[config.mk]
export PLATFORM = sky130hd
export DESIGN_NAME = rv32_mem_arbiter
export DESIGN_NICKNAME = d
export VERILOG_FILES = /design/src/rtl/rv32_mem_arbiter.sv
export SDC_FILE = /design/constraint.sdc
export NUM_CORES = 1
export LEC_CHECK = 0
export BUFFER_PORTS_ARGS = -buffer_cell sky130_fd_sc_hd__buf_2
export CORE_MARGIN = 4
export CORE_UTILIZATION = 30
export DETAILED_ROUTE_END_ITERATION = 16
export PLACE_DENSITY = 0.57
export REMOVE_ABC_BUFFERS = 1
export SKIP_LAST_GASP = 1
export SLEW_MARGIN = 10
export SYNTH_ARGS = -nofsm -noshare
export SYNTH_HDL_FRONTEND = slang
export SYNTH_SLANG_ARGS = --single-unit
[constraint.sdc]
create_clock -name clk -period 5.7 [get_ports clk]
set_clock_uncertainty 0.2 [all_clocks]
set_input_delay 0.57 -clock clk [delete_from_list [all_inputs] [get_ports clk]]
set_output_delay 0.57 -clock clk [all_outputs]
set_load 0.1 [all_outputs]
[src/rtl/rv32_mem_arbiter.sv]
// Round-robin arbiter that shares one memory port between instruction fetch and load/store.
// It keeps one transaction outstanding at a time, with an optional ack timeout.
module rv32_mem_arbiter #(
  parameter int unsigned ADDR_W  = 32,
  parameter int unsigned DATA_W  = 32,
  parameter int unsigned TIMEOUT = 255
) (
  input  logic                clk,
  input  logic                rst,
  input  logic                if_req_i,
  input  logic [ADDR_W-1:0]   if_addr_i,
  output logic                if_gnt_o,
  output logic                if_rvalid_o,
  output logic [DATA_W-1:0]   if_rdata_o,
  input  logic                ls_req_i,
  input  logic                ls_we_i,
  input  logic [DATA_W/8-1:0] ls_be_i,
  input  logic [ADDR_W-1:0]   ls_addr_i,
  input  logic [DATA_W-1:0]   ls_wdata_i,
  output logic                ls_gnt_o,
  output logic                ls_rvalid_o,
  output logic [DATA_W-1:0]   ls_rdata_o,
  output logic                err_o,
  output logic                mem_req_o,
  output logic                mem_we_o,
  output logic [DATA_W/8-1:0] mem_be_o,
  output logic [ADDR_W-1:0]   mem_addr_o,
  output logic [DATA_W-1:0]   mem_wdata_o,
  input  logic                mem_ack_i,
  input  logic [DATA_W-1:0]   mem_rdata_i
);

  localparam int unsigned CntW = (TIMEOUT > 0) ? $clog2(TIMEOUT + 1) : 1;
  localparam logic [CntW-1:0] CntLast = (TIMEOUT > 0) ? CntW'(TIMEOUT - 1) : '0;

  typedef enum logic [1:0] {StIdle, StBusy, StResp} state_e;

  state_e          state_q;
  logic [CntW-1:0] cnt_q;
  logic            owner_ls_q;  // owner of the transaction in flight
  logic            last_ls_q;   // last grant went to load/store

  always_ff @(posedge clk) begin
    if (rst) begin
      state_q     <= StIdle;
      cnt_q       <= '0;
      owner_ls_q  <= 1'b0;
      last_ls_q   <= 1'b1;
      if_gnt_o    <= 1'b0;
      ls_gnt_o    <= 1'b0;
      if_rvalid_o <= 1'b0;
      ls_rvalid_o <= 1'b0;
      err_o       <= 1'b0;
      if_rdata_o  <= '0;
      ls_rdata_o  <= '0;
      mem_req_o   <= 1'b0;
      mem_we_o    <= 1'b0;
      mem_be_o    <= '0;
      mem_addr_o  <= '0;
      mem_wdata_o <= '0;
    end else begin
      if_gnt_o    <= 1'b0;
      ls_gnt_o    <= 1'b0;
      if_rvalid_o <= 1'b0;
      ls_rvalid_o <= 1'b0;
      err_o       <= 1'b0;
      unique case (state_q)
        StIdle: begin
          if (if_req_i || ls_req_i) begin
            if (if_req_i && (!ls_req_i || last_ls_q)) begin
              owner_ls_q  <= 1'b0;
              last_ls_q   <= 1'b0;
              if_gnt_o    <= 1'b1;
              mem_we_o    <= 1'b0;
              mem_be_o    <= '1;
              mem_addr_o  <= if_addr_i;
              mem_wdata_o <= '0;
            end else begin
              owner_ls_q  <= 1'b1;
              last_ls_q   <= 1'b1;
              ls_gnt_o    <= 1'b1;
              mem_we_o    <= ls_we_i;
              mem_be_o    <= ls_be_i;
              mem_addr_o  <= ls_addr_i;
              mem_wdata_o <= ls_wdata_i;
            end
            mem_req_o <= 1'b1;
            cnt_q     <= '0;
            state_q   <= StBusy;
          end
        end
        StBusy: begin
          // Response is registered on the way into StResp so rvalid lines up with it.
          if (mem_ack_i) begin
            mem_req_o <= 1'b0;
            state_q   <= StResp;
            if (owner_ls_q) begin
              ls_rvalid_o <= 1'b1;
              ls_rdata_o  <= mem_we_o ? '0 : mem_rdata_i;
            end else begin
              if_rvalid_o <= 1'b1;
              if_rdata_o  <= mem_rdata_i;
            end
          end else if ((TIMEOUT != 0) && (cnt_q == CntLast)) begin
            mem_req_o <= 1'b0;
            err_o     <= 1'b1;
            state_q   <= StResp;
            if (owner_ls_q) begin
              ls_rvalid_o <= 1'b1;
              ls_rdata_o  <= '0;
            end else begin
              if_rvalid_o <= 1'b1;
              if_rdata_o  <= '0;
            end
          end else if (TIMEOUT != 0) begin
            cnt_q <= cnt_q + CntW'(1);
          end
        end
        StResp: state_q <= StIdle;
        default: state_q <= StIdle;
      endcase
    end
  end

endmodule
==> results.rst, run 1 <==
.. list-table::
   :header-rows: 1

   * - Metric
     - Value
   * - Critical register-to-register path startpoint
     - cnt_q[0]
   * - Number of enable flip-flop cells after synthesis
     - 0
   * - Wire length on met1
     - approximately 7.5 mm
   * - Worst slew slack as a fraction of its limit
     - between 30% and 40%
   * - Critical-path cell list
     - inv_1, ha_1, and3_1, a21oi_4, o21ba_2, a22o_1
   * - Maximum number of pins on one net before global-route repair
     - 69
   * - Hold Vio Cnt, Final
     - 0
   * - Critical-path top delay cell
     - sky130_fd_sc_hd__a21oi_4
   * - Data arrival time at the worst-slack endpoint
     - slightly above 3000 ps
   * - Antenna violations before repair
     - 1
   * - Effective utilization at floorplan
     - a little under a third
   * - Switch Pwr
     - between 0.001 and 0.0015 W
   * - Switching power share of the total
     - between 30% and 40%
   * - Post-synthesis to final-layout area growth
     - 37.9%
   * - Netlist Area Pre-Place
     - approximately 0.0055 mm^2
   * - Clock root buffer
     - sky130_fd_sc_hd__clkbuf_16
   * - Buffers from clock root to sink, at most
     - 2
   * - Number of max-cap violations
     - 0
   * - Logic pwr share
     - ~25%
   * - Setup crit start
     - cnt_q[0]
   * - Placeable core region
     - around 0.018 mm^2
   * - Vias in the first global route
     - 5084
   * - Count of routing violations after the opening detailed-route iteration
     - around 180
   * - Sequential element share of the synthesized area
     - 54.8%
   * - Maximum clock frequency
     - roughly 340 MHz
   * - Startpoint Class
     - register
   * - Count of final max-slew check failures
     - 0
   * - Clock transition at the registers of the reported paths
     - 60 ps
   * - Ratio of routed vias to standard cells
     - 4.85
   * - Routability-driven placement congestion ratio
     - around 0.83
   * - Unrepaired setup endpoints after global routing
     - false
   * - Mean post-synth cell area
     - ~9.5 um^2
   * - HPWL after detailed placement
     - approximately 11 mm
   * - Transition time of the tightest slew-check pin
     - about 980 ps
   * - Maximum single-stage delay on the critical path
     - 780 ps
   * - IO Pins
     - between 200 and 300
   * - Clock network fraction of design power
     - 35.9%
   * - Global router's overall resource usage
     - 15.5%
   * - Insertion delay of the later-clocked pin in the worst-skew pair
     - around 410 ps
   * - Required time at the worst-slack endpoint
     - 5860 ps
   * - Count of hold-fix buffers inserted at cts
     - 0
   * - Crit end category
     - register
   * - Total number of nets in the final design
     - between 900 and 1000
   * - Wire per inst
     - about 15 um
   * - TritonCTS Buffers
     - 17
   * - Type of the worst setup path
     - reg2reg
   * - IO buf count
     - roughly 280
   * - Crit-path max FO
     - 36
   * - Power after layout
     - 0.00296 W
   * - Setup TNS after final layout
     - 0 ps
   * - Warnings, synthesis
     - 0
   * - Number of sinks driven by the clock tree
     - about 150
   * - # H-tree levels
     - 4
   * - Count of state elements after synthesis
     - about 150
   * - Power per cell area
     - between 300 and 400 mW/mm^2
   * - Resized Gates After CTS
     - 0
   * - Metal3 WL
     - about 1.3 mm
   * - Sequential share of power
     - between 30% and 40%
   * - Slack of the critical path
     - between 2000 and 3000 ps
   * - Post-placement setup slack
     - 2730 ps
   * - HP Class
     - in2reg
   * - Number of detailed-route iterations in the first pass
     - 6
   * - IR drop worst, VDD
     - approximately 220 uV
   * - Post-synth ARST share
     - 0%
   * - Setup bufs post-CTS
     - 0
   * - Fraction of layout instances using a drive strength above 1
     - about two fifths
   * - Final cell utilization of the core
     - a little over two fifths
   * - Chip Height
     - 144 um
   * - Die area
     - slightly above 0.02 mm^2
   * - Post-synth top flop
     - sky130_fd_sc_hd__dfxtp_1
   * - Die Span X
     - approximately 140 um
   * - Total number of placement rows
     - 49
   * - First-pass GRT wire length
     - roughly 26 mm
   * - Highest routed metal layer
     - met4
   * - Ratio of final minimum period to clock period
     - approximately half
   * - Leakage Power
     - about 3.5 nW
   * - Remaining routing DRC violations
     - 0
   * - Internal power
     - between 0.0015 and 0.002 W
   * - Final min period
     - slightly below 3000 ps
   * - Total via count after detailed routing
     - around 5200
   * - Remaining number of nets flagged by the antenna check after routing
     - 0
   * - Detail Route met2 WL
     - 7.48 mm
   * - Number of failing setup endpoints in the final timing report
     - 0
   * - Congestion Overflow GR
     - 0
   * - Source of the worst hold timing path
     - ls_wdata_i[0]
   * - Gate count of the mapped netlist
     - 579
   * - Count of fill cells added during filler insertion
     - between 1500 and 2000
   * - Outcome
     - complete, no violations
   * - Hold WS
     - about 160 ps
   * - CTS tree
     - done
   * - Distinct cell type count of the synthesized netlist
     - 38
   * - Final routed wirelength across all metal layers
     - between 15 and 20 mm
==> sequential cells by signal, indices dropped and copies added, names as in the netlist <==
name / count
cnt_q: 8
err_o: 1
if_gnt_o: 1
if_rdata_o: 32
if_rvalid_o: 1
last_ls_q: 1
ls_gnt_o: 1
ls_rdata_o: 32
ls_rvalid_o: 1
mem_addr_o: 32
mem_be_o: 4
mem_req_o: 1
mem_wdata_o: 32
mem_we_o: 1
owner_ls_q: 1
state_q: 2
==> kinds of logic (layout without fill, tap and decap cells) <==
logic type               after synthesis  in the layout  synth area share (%)
AO/OA/AOI/OAI                        190            190                  26.1
flip-flops                           151            151                  54.8
buffers and inverters                 54            320                  4.24
AND/OR/NAND/NOR                      182            182                  14.4
adder cells (fa/ha/maj)                2              2                 0.454
other                                  0              1                     0
==> worst paths after layout <==
path	endpoint	cells after the start	slack [ps]
setup / recovery	ls_rdata_o[26]	6	2770
hold / removal	mem_wdata_o[0]	2	160
setup reg to reg	ls_rdata_o[26]	6	2770
hold reg to reg	if_rdata_o[30]	2	270
==> routing by layer <==
metal | track usage, % | vias up
li1 | - | 2627
met1 | 19.9 | 2380
met2 | 24.0 | 189
met3 | 5.66 | 20
met4 | 5.25 | 0
met5 | 0 | -
==> critical path, delay by kind of cell, from the launching register on <==
kind,cells,cell delay [ps]
buffers and inverters,1,80
DFF,1,390
adders and majority gates,1,200
AOI/OAI and AO/OA,3,1760
and+or+nand+nor,1,220
==> cell type report <==
type / count / area (um^2) / share of cell area [%]
Sequential cell: 151 / 3020 / 39.7
Multi-Input combinational cell: 374 / 2270 / 29.9
Timing Repair Buffer: 286 / 1460 / 19.2
Clock buffer: 18 / 439 / 5.77
Tap cell: 229 / 287 / 3.77
Clock inverter: 14 / 115 / 1.51
Inverter: 2 / 7.51 / 0.0987
Antenna cell: 1 / 2.50 / 0.0329
==> cells in the final DEF (no fill, tap or decap), drive strengths merged, types with 6 or more instances in the layout <==
cell type	instances
inv	9
o21ai	8
nand2	102
clkbuf	18
dfxtp	151
nor2	40
a21oi	43
a311oi	33
nor3	14
o31ai	32
a22o	65
buf	286
nand3	8
clkinv	6
==> per-stage QoR <==
step                      area (um^2)  std cells
final                            7610       1075
after global routing             7610       1075
after CTS                        7600       1074
after detailed placement         7050       1042
after global placement           7050       1042
after floorplan                  5290        527
==> power groups by stage <==
| stage | Sequential (W) | Combinational [W] | Clock (W) |
|---|---|---|---|
| CTS | 0.00115 | 0.000758 | 0.00110 |
| detailed placement | 0.00117 | 0.000757 | 0 |
| global placement | 0.00117 | 0.000757 | 0 |
| global route | 0.00116 | 0.000790 | 0.00114 |
| floorplan | 0.00161 | 0.000138 | 0 |
| finish | 0.00115 | 0.000750 | 0.00106 |
==> cell usage after synthesis, types with 2 or more instances <==
library cell	number	share of area [%]
sky130_fd_sc_hd__and3_1	3	0.34
sky130_fd_sc_hd__nand2_1	102	6.9
sky130_fd_sc_hd__o21ai_2	2	0.32
sky130_fd_sc_hd__a31oi_1	3	0.34
sky130_fd_sc_hd__a311oi_1	33	5.2
sky130_fd_sc_hd__dfxtp_1	151	55
sky130_fd_sc_hd__nor4_1	3	0.34
sky130_fd_sc_hd__buf_2	25	2.3
sky130_fd_sc_hd__o31ai_1	32	4.4
sky130_fd_sc_hd__clkbuf_1	26	1.8
sky130_fd_sc_hd__ha_1	2	0.45
sky130_fd_sc_hd__inv_1	2	0.14
sky130_fd_sc_hd__nand3_1	8	0.73
sky130_fd_sc_hd__or4_1	2	0.27
sky130_fd_sc_hd__nand2b_1	2	0.23
sky130_fd_sc_hd__o21a_1	2	0.27
sky130_fd_sc_hd__a21oi_1	42	3.8
sky130_fd_sc_hd__nor3_1	13	1.2
sky130_fd_sc_hd__a22o_1	65	10
sky130_fd_sc_hd__o21ai_0	5	0.45
sky130_fd_sc_hd__nor2_1	39	2.7
Note: power is estimated with default switching activity, not from simulation.
==> inputs of run 2 (changes only) <==
Settings changed: PLACE_DENSITY 0.57 to 0.6.
Clock period 5.7 ns to 2.44 ns, I/O delays scaled along.
==> run 2 against run 1 <==
- clock-buffer cell count decreased by 1
- sequential share of layout area fell by 6.6 points
- die area is the same
- utilization is 8.5 points higher
- highest routed layer unchanged
==> results.rst, run 2 (synthesis gave the netlist of run 1 again) <==
.. list-table::
   :header-rows: 1

   * - Metric
     - Value
   * - Wire length on met1
     - 8.10 mm (+8.3%)
   * - Highest routed metal layer
     - met4
   * - Area taken by flip-flops and latches
     - 0.00302 mm^2 (unchanged)
   * - Worst slew slack as a fraction of its limit
     - 65.6% (+31 points)
   * - Flop2flop setup slack
     - 150 ps (-2620 ps)
   * - Footprint of the multi-input gates
     - 0.00227 mm^2 (unchanged)
   * - Vias in the first global route
     - 5881 (+16%)
   * - Setup TNS after final layout
     - 0 ps (unchanged)
   * - Number of failing setup endpoints in the final timing report
     - 0 (unchanged)
   * - Resized Gates After CTS
     - 0 (unchanged)
   * - Antenna fix cells
     - 0 (-1)
   * - Remaining routing DRC violations
     - 0 (unchanged)
   * - Count of buffering cells on the critical path with inverters included
     - 2 (+1)
   * - Crit end category
     - register
   * - Required time at the worst-slack endpoint
     - 2610 ps (-3250 ps)
   * - Count of final max-slew check failures
     - 0 (unchanged)
   * - Startpoint Class
     - register
   * - Count of routing violations after the opening detailed-route iteration
     - 219 (+20%)
   * - Final min period
     - 2290 ps (-643 ps)
   * - Hold WS
     - 94.7 ps (-68.6 ps)
   * - Congestion Overflow GR
     - 0 (unchanged)
   * - Hold Vio Cnt, Final
     - 0 (unchanged)
   * - Final routed wirelength across all metal layers
     - 19.0 mm (+14%)
   * - Critical-path cell list
     - o21a_1, buf_4, nand2_1, a311oi_1, dlygate4sd3_1
   * - Fraction of layout instances using a drive strength above 1
     - 34.2% (-4.7 points)
   * - Type of the worst setup path
     - reg2reg
   * - Global router's overall resource usage
     - 17.3% (+1.8 points)
   * - Count of fill cells added during filler insertion
     - 1656 (-9.8%)
   * - Clock root buffer
     - sky130_fd_sc_hd__clkbuf_16
   * - HPWL after detailed placement
     - 11.9 mm (+4.3%)
   * - Buffers from clock root to sink, at most
     - 2 (unchanged)
   * - Maximum clock frequency
     - 437 MHz (+28%)
   * - Die area
     - 0.0206 mm^2 (unchanged)
   * - IR drop worst, VDD
     - 426 uV (+96%)
   * - Effective utilization at floorplan
     - 30.6% (unchanged)
   * - Power per cell area
     - 825 mW/mm^2 (+110%)
   * - Most frequent cells in the layout
     - sky130_fd_sc_hd__buf_2, sky130_fd_sc_hd__dfxtp_1, sky130_fd_sc_hd__dlygate4sd3_1
   * - First-pass GRT wire length
     - 29.1 mm (+12%)
   * - Endpoint of the worst-slack reg-to-reg timing path
     - mem_addr_o[2]
   * - Ratio of final minimum period to clock period
     - 93.9% (+42 points)
   * - Number of sinks driven by the clock tree
     - 151 (unchanged)
   * - Leakage Power
     - 4.25 nW (+20%)
   * - Maximum number of pins on one net before global-route repair
     - 69 (unchanged)
   * - Critical-path top delay cell
     - sky130_fd_sc_hd__dlygate4sd3_1
   * - Maximum single-stage delay on the critical path
     - 590 ps (-190 ps)
   * - Outcome
     - complete, no violations
   * - Metal3 WL
     - 1.38 mm (+2.5%)
   * - Wire per inst
     - 15.6 um (+1.1%)
   * - IO buf count
     - 276 (unchanged)
   * - TritonCTS Buffers
     - 17 (unchanged)
   * - Top delay family on crit path
     - buffers and inverters
   * - Most common library cell in the layout ignoring fill and taps
     - sky130_fd_sc_hd__buf_2
   * - Insertion delay of the later-clocked pin in the worst-skew pair
     - 420 ps (about the same)
   * - HP Class
     - in2reg
   * - # H-tree levels
     - 4 (unchanged)
   * - Unrepaired setup endpoints after global routing
     - false
   * - Number of max-cap violations
     - 0 (unchanged)
   * - Clock transition at the registers of the reported paths
     - 70 ps (about the same)
   * - Total number of placement rows
     - 49 (unchanged)
   * - Antenna violations before repair
     - 0 (-1)
   * - Detail Route met2 WL
     - 9.28 mm (+24%)
   * - Data arrival time at the worst-slack endpoint
     - 2460 ps (-630 ps)
   * - Crit-path max FO
     - 37 (+2.8%)
   * - Cell depth of the worst flop-to-flop path
     - 5 (-1)
   * - Number of cells on the worst hold path
     - 3 (+1)
   * - Routability-driven placement congestion ratio
     - 0.790 (-4.6%)
   * - CTS tree
     - done
   * - WHS Endpoint
     - err_o
   * - Remaining number of nets flagged by the antenna check after routing
     - 0 (unchanged)
   * - Transition time of the tightest slew-check pin
     - 520 ps (-464 ps)
   * - Post-synthesis to final-layout area growth
     - 65.6%
   * - Source of the worst hold timing path
     - mem_ack_i
   * - Total via count after detailed routing
     - 5933 (+14%)
   * - Placeable core region
     - 0.0180 mm^2 (unchanged)
   * - Number of detailed-route iterations in the first pass
     - 4 (-2)
   * - Critical register-to-register path startpoint
     - last_ls_q
   * - Chip Height
     - 144 um (unchanged)
   * - IO Pins
     - 277 (unchanged)
   * - Ratio of routed vias to standard cells
     - 4.88 (+0.47%)
   * - Die Span X
     - 144 um (unchanged)
   * - Total number of nets in the final design
     - 1115 (+15%)
run 2: cell type report:
| cell class | instances | share of cell area (%) |
|---|---|---|
| sequential | 151 | 33.1 |
| clock buffer | 17 | 4.66 |
| multi-input combinational | 374 | 24.9 |
| clock inverter | 15 | 2.27 |
| inverter | 2 | 0.0822 |
| timing repair buffer | 429 | 31.9 |
| tap | 229 | 3.14 |
run 2: metrics by stage:
| stage | setup WS, ps | cells | util, % | power, W | instance area [um^2] |
|---|---|---|---|---|---|
| after global routing | 59.4 | 1217 | 50.7 | 0.00783 | 9140 |
| after detailed placement | 455 | 1048 | 39.5 | 0.00453 | 7120 |
| after floorplan | -488 | 527 | - | 0.00409 | 5290 |
| after CTS | 178 | 1214 | 50.5 | 0.00759 | 9090 |
| after global placement | 514 | 1048 | 39.5 | 0.00453 | 7120 |
| final | 149 | 1217 | 50.7 | 0.00754 | 9140 |
run 2: what timing repair did:
item	CTS	global route
endpoints found under the setup margin	0	4
endpoints found under the hold margin	135	0
hold buffers	134	0
buffers inserted	0	2
run 2: worst register-to-register path: cells and delay by family, from the launching register on:
family | cells | cell delay [ps]
buffers and inverters | 2 | 980
AND/OR/NAND/NOR | 1 | 180
AO/OA/AOI/OAI | 2 | 510
flip-flops | 1 | 380
run 2: how the worst max path moves through the flow:
| stage | end | cells past startpoint | slack, ps | startpoint |
|---|---|---|---|---|
| floorplan | ls_rdata_o[0] | 2 | -490 | owner_ls_q |
| global placement | ls_rdata_o[26] | 7 | 510 | cnt_q[0] |
| detailed placement | ls_rdata_o[22] | 7 | 460 | cnt_q[0] |
| CTS | mem_addr_o[20] | 6 | 180 | state_q[1] |
| global route | mem_addr_o[13] | 5 | 60 | last_ls_q |
| finish | mem_addr_o[2] | 5 | 150 | last_ls_q |
run 2: per-layer routing:
layer / up-vias / global-route usage, %
met5: - / 0
met4: 0 / 4.81
met3: 22 / 4.86
met2: 215 / 29.9
met1: 2788 / 21.1
li1: 2908 / -
run 2: power by group:
part	internal, W	switching [W]	total [W]
clock	0.00166	0.00116	0.00282
combinational	0.000531	0.00149	0.00202
sequential	0.00261	0.0000834	0.00270
==> inputs of run 3 (changes only) <==
Settings changed: PLACE_DENSITY 0.6 to default, PLACE_DENSITY_LB_ADDON from default to 0.08.
==> run 3 against run 2 <==
- sequential share of layout area grew 0.13 points
- largest cell class unchanged
- utilization shrank 0.19 points
- combinational power hardly changed
- sequential cell count unchanged
- clock-buffer cell count is 6 higher
- worst setup slack improved by 31 ps
- final cell count shrank 0.25%
- highest routed layer unchanged
- register-to-register slack improved by 30 ps
- critical path depth rose by 1
- via count fell by 1.5%
- final area is 0.38% lower
==> results.rst, run 3 (synthesis gave the netlist of run 1 again) <==
.. list-table::
   :header-rows: 1

   * - Metric
     - Value
   * - Crit-path max FO
     - 44 (+19%)
   * - Count of final max-slew check failures
     - 0 (unchanged)
   * - First-pass GRT wire length
     - 29.4 mm (+0.80%)
   * - Startpoint Class
     - register
   * - Critical register-to-register path startpoint
     - state_q[1]
   * - Setup TNS after final layout
     - 0 ps (unchanged)
   * - Congestion Overflow GR
     - 0 (unchanged)
   * - Vias in the first global route
     - 5832 (-0.83%)
   * - Cell depth of the worst flop-to-flop path
     - 6 (+1)
   * - Global router's overall resource usage
     - 17.5% (+0.16 points)
   * - Ratio of final minimum period to clock period
     - 92.6% (-1.3 points)
   * - Placeable core region
     - 0.0180 mm^2 (unchanged)
   * - Power per cell area
     - 832 mW/mm^2 (+0.83%)
   * - Most common library cell in the layout ignoring fill and taps
     - sky130_fd_sc_hd__buf_2
   * - Count of buffering cells on the critical path with inverters included
     - 2 (unchanged)
   * - IR drop worst, VDD
     - 469 uV (+10%)
   * - Final min period
     - 2260 ps (-30.6 ps)
   * - Maximum number of pins on one net before global-route repair
     - 45 (-35%)
   * - Fraction of layout instances using a drive strength above 1
     - 33.8% (-0.40 points)
   * - Setup bufs post-CTS
     - 0 (unchanged)
   * - Chip Height
     - 144 um (unchanged)
   * - Switching power share of the total
     - 33.7% (-2.6 points)
   * - Effective utilization at floorplan
     - 30.6% (unchanged)
   * - Type of the worst setup path
     - reg2reg
   * - Slack of the critical path
     - 180 ps (+30.6 ps)
   * - CTS tree
     - done
   * - TritonCTS Buffers
     - 17 (unchanged)
   * - Maximum single-stage delay on the critical path
     - 580 ps (about the same)
   * - Sequential share of power
     - 35.6% (-0.2 points)
   * - Final non-filler cell total
     - 1214 (-0.25%)
   * - Most frequent cells in the layout
     - sky130_fd_sc_hd__buf_2, sky130_fd_sc_hd__dfxtp_1, sky130_fd_sc_hd__dlygate4sd3_1
   * - Clock transition at the registers of the reported paths
     - 60 ps (about the same)
   * - Outcome
     - complete, no violations
   * - Insertion delay of the later-clocked pin in the worst-skew pair
     - 410 ps (about the same)
   * - Ratio of routed vias to standard cells
     - 4.82 (-1.2%)
   * - IO buf count
     - 276 (unchanged)
   * - Total number of nets in the final design
     - 1113 (-0.18%)
   * - Hold WS
     - 85.5 ps (-9.20 ps)
   * - Data arrival time at the worst-slack endpoint
     - 2420 ps (-40 ps)
   * - Logic pwr share
     - 26.3% (-0.5 points)
   * - Critical-path top delay cell
     - sky130_fd_sc_hd__dlygate4sd3_1
   * - Required time at the worst-slack endpoint
     - 2600 ps (about the same)
   * - Flop2flop setup slack
     - 180 ps (+30 ps)
   * - Final cell utilization of the core
     - 50.5% (-0.19 points)
   * - Number of failing setup endpoints in the final timing report
     - 0 (unchanged)
   * - Unrepaired setup endpoints after global routing
     - true
   * - Clock network fraction of design power
     - 38.1% (+0.7 points)
   * - Antenna fix cells
     - 0 (unchanged)
   * - Die area
     - 0.0206 mm^2 (unchanged)
   * - Top delay family on crit path
     - buffers and inverters
   * - Wire per inst
     - 15.2 um (-3.1%)
   * - Remaining number of nets flagged by the antenna check after routing
     - 0 (unchanged)
   * - Post-synthesis to final-layout area growth
     - 65.0%
   * - # H-tree levels
     - 4 (unchanged)
   * - WHS Endpoint
     - cnt_q[0]
   * - Clock root buffer
     - sky130_fd_sc_hd__clkbuf_16
   * - Die Span X
     - 144 um (unchanged)
   * - Placed cell count
     - 1050 (+0.19%)
   * - Remaining routing DRC violations
     - 0 (unchanged)
   * - Post-placement setup slack
     - 447 ps (-8.16 ps)
   * - Total via count after detailed routing
     - 5846 (-1.5%)
   * - Crit end category
     - register
   * - Internal power
     - 0.00502 W (+4.5%)
   * - Antenna violations before repair
     - 0 (unchanged)
   * - Critical-path cell list
     - nor2_1, o21a_2, buf_8, nor2_1, a311oi_1, dlygate4sd3_1
   * - Total number of placement rows
     - 49 (unchanged)
   * - Buffers from clock root to sink, at most
     - 2 (unchanged)
   * - Endpoint of the worst-slack reg-to-reg timing path
     - mem_addr_o[14]
   * - Number of detailed-route iterations in the first pass
     - 4 (unchanged)
   * - Number of cells on the worst hold path
     - 2 (-1)
   * - Routability-driven placement congestion ratio
     - 0.798 (+0.97%)
   * - Cell occurring most often along the worst timing path
     - sky130_fd_sc_hd__nor2_1
   * - HP Class
     - in2reg
   * - HPWL after detailed placement
     - 12.3 mm (+3.4%)
   * - Final routed wirelength across all metal layers
     - 18.4 mm (-3.3%)
   * - Source of the worst hold timing path
     - rst
   * - Count of routing violations after the opening detailed-route iteration
     - 194 (-11%)
   * - Switch Pwr
     - 0.00255 W (-6.7%)
   * - Transition time of the tightest slew-check pin
     - 516 ps (-4.25 ps)
   * - Worst slew slack as a fraction of its limit
     - 65.8% (+0.28 points)
   * - IO Pins
     - 277 (unchanged)
   * - Leakage Power
     - 4.24 nW (-0.32%)
   * - Hold Vio Cnt, Final
     - 0 (unchanged)
   * - Maximum clock frequency
     - 442 MHz (+1.4%)
   * - Number of max-cap violations
     - 0 (unchanged)
   * - Number of sinks driven by the clock tree
     - 151 (unchanged)
run 3: cell count changes in the layout (fill, tap and decap cells not counted), sizes merged:
cell         previous run  this run
clkbuf                 18        23
clkinvlp                1         0
dlygate4sd3           134       133
clkinv                  2         3
bufinv                  3         5
inv                    11         2
run 3: how the worst max path moves through the flow:
| stage | from | to | slack (ps) | depth (start not counted) |
|---|---|---|---|---|
| 6_report | state_q[1] | mem_addr_o[14] | 180 | 6 |
| 5_1_grt | state_q[1] | mem_addr_o[1] | -5 | 6 |
| 4_1_cts | state_q[1] | mem_addr_o[16] | 80 | 6 |
| 3_5_place_dp | cnt_q[0] | ls_rdata_o[22] | 450 | 7 |
| 3_3_place_gp | cnt_q[0] | ls_rdata_o[4] | 520 | 7 |
| 2_1_floorplan | owner_ls_q | ls_rdata_o[0] | -490 | 2 |
run 3: power by group through the flow:
stage | registers, W | clock network [W] | logic (W)
after floorplan | 0.00377 | 0 | 0.000322
after global placement | 0.00275 | 0 | 0.00177
after detailed placement | 0.00275 | 0 | 0.00178
after CTS | 0.00270 | 0.00297 | 0.00199
after global routing | 0.00271 | 0.00307 | 0.00210
final | 0.00270 | 0.00289 | 0.00199
run 3: routing by layer:
metal | track usage (%) | vias to the layer above | share of wire (%)
met5 | 0 | - | 0
met4 | 5.70 | 0 | 1.5
met3 | 4.66 | 19 | 8.1
met2 | 29.8 | 235 | 49
met1 | 21.5 | 2683 | 41
li1 | - | 2909 | -
run 3: worst reg2reg max path, cell delays in order (launching register included):
cell                            delay [ps]
sky130_fd_sc_hd__dfxtp_1               350
sky130_fd_sc_hd__nor2_1                220
sky130_fd_sc_hd__o21a_2                240
sky130_fd_sc_hd__buf_8                 260
sky130_fd_sc_hd__nor2_1                100
sky130_fd_sc_hd__a311oi_1              260
sky130_fd_sc_hd__dlygate4sd3_1         580
run 3: area by class of cell:
type	instances	area [um^2]
well taps	229	287
clock buffers	23	478
inverters	2	7.51
flip-flops and latches	151	3020
clock inverters	8	169
fillers	1703	8920
repair buffers	427	2860
multi-input cells	374	2270
run 3: stage by stage:
| stage | total power, W | area [um^2] |
|---|---|---|
| floorplan | 0.00409 | 5290 |
| global placement | 0.00451 | 7110 |
| detailed placement | 0.00453 | 7110 |
| CTS | 0.00765 | 9090 |
| global route | 0.00788 | 9100 |
| finish | 0.00757 | 9100 |
run 3: repair_timing:
item	4_1_cts	5_1_grt
hold buffers	133	0
resized for setup	0	3
hold endpoints to repair	133	0
setup endpoints to repair	0	21
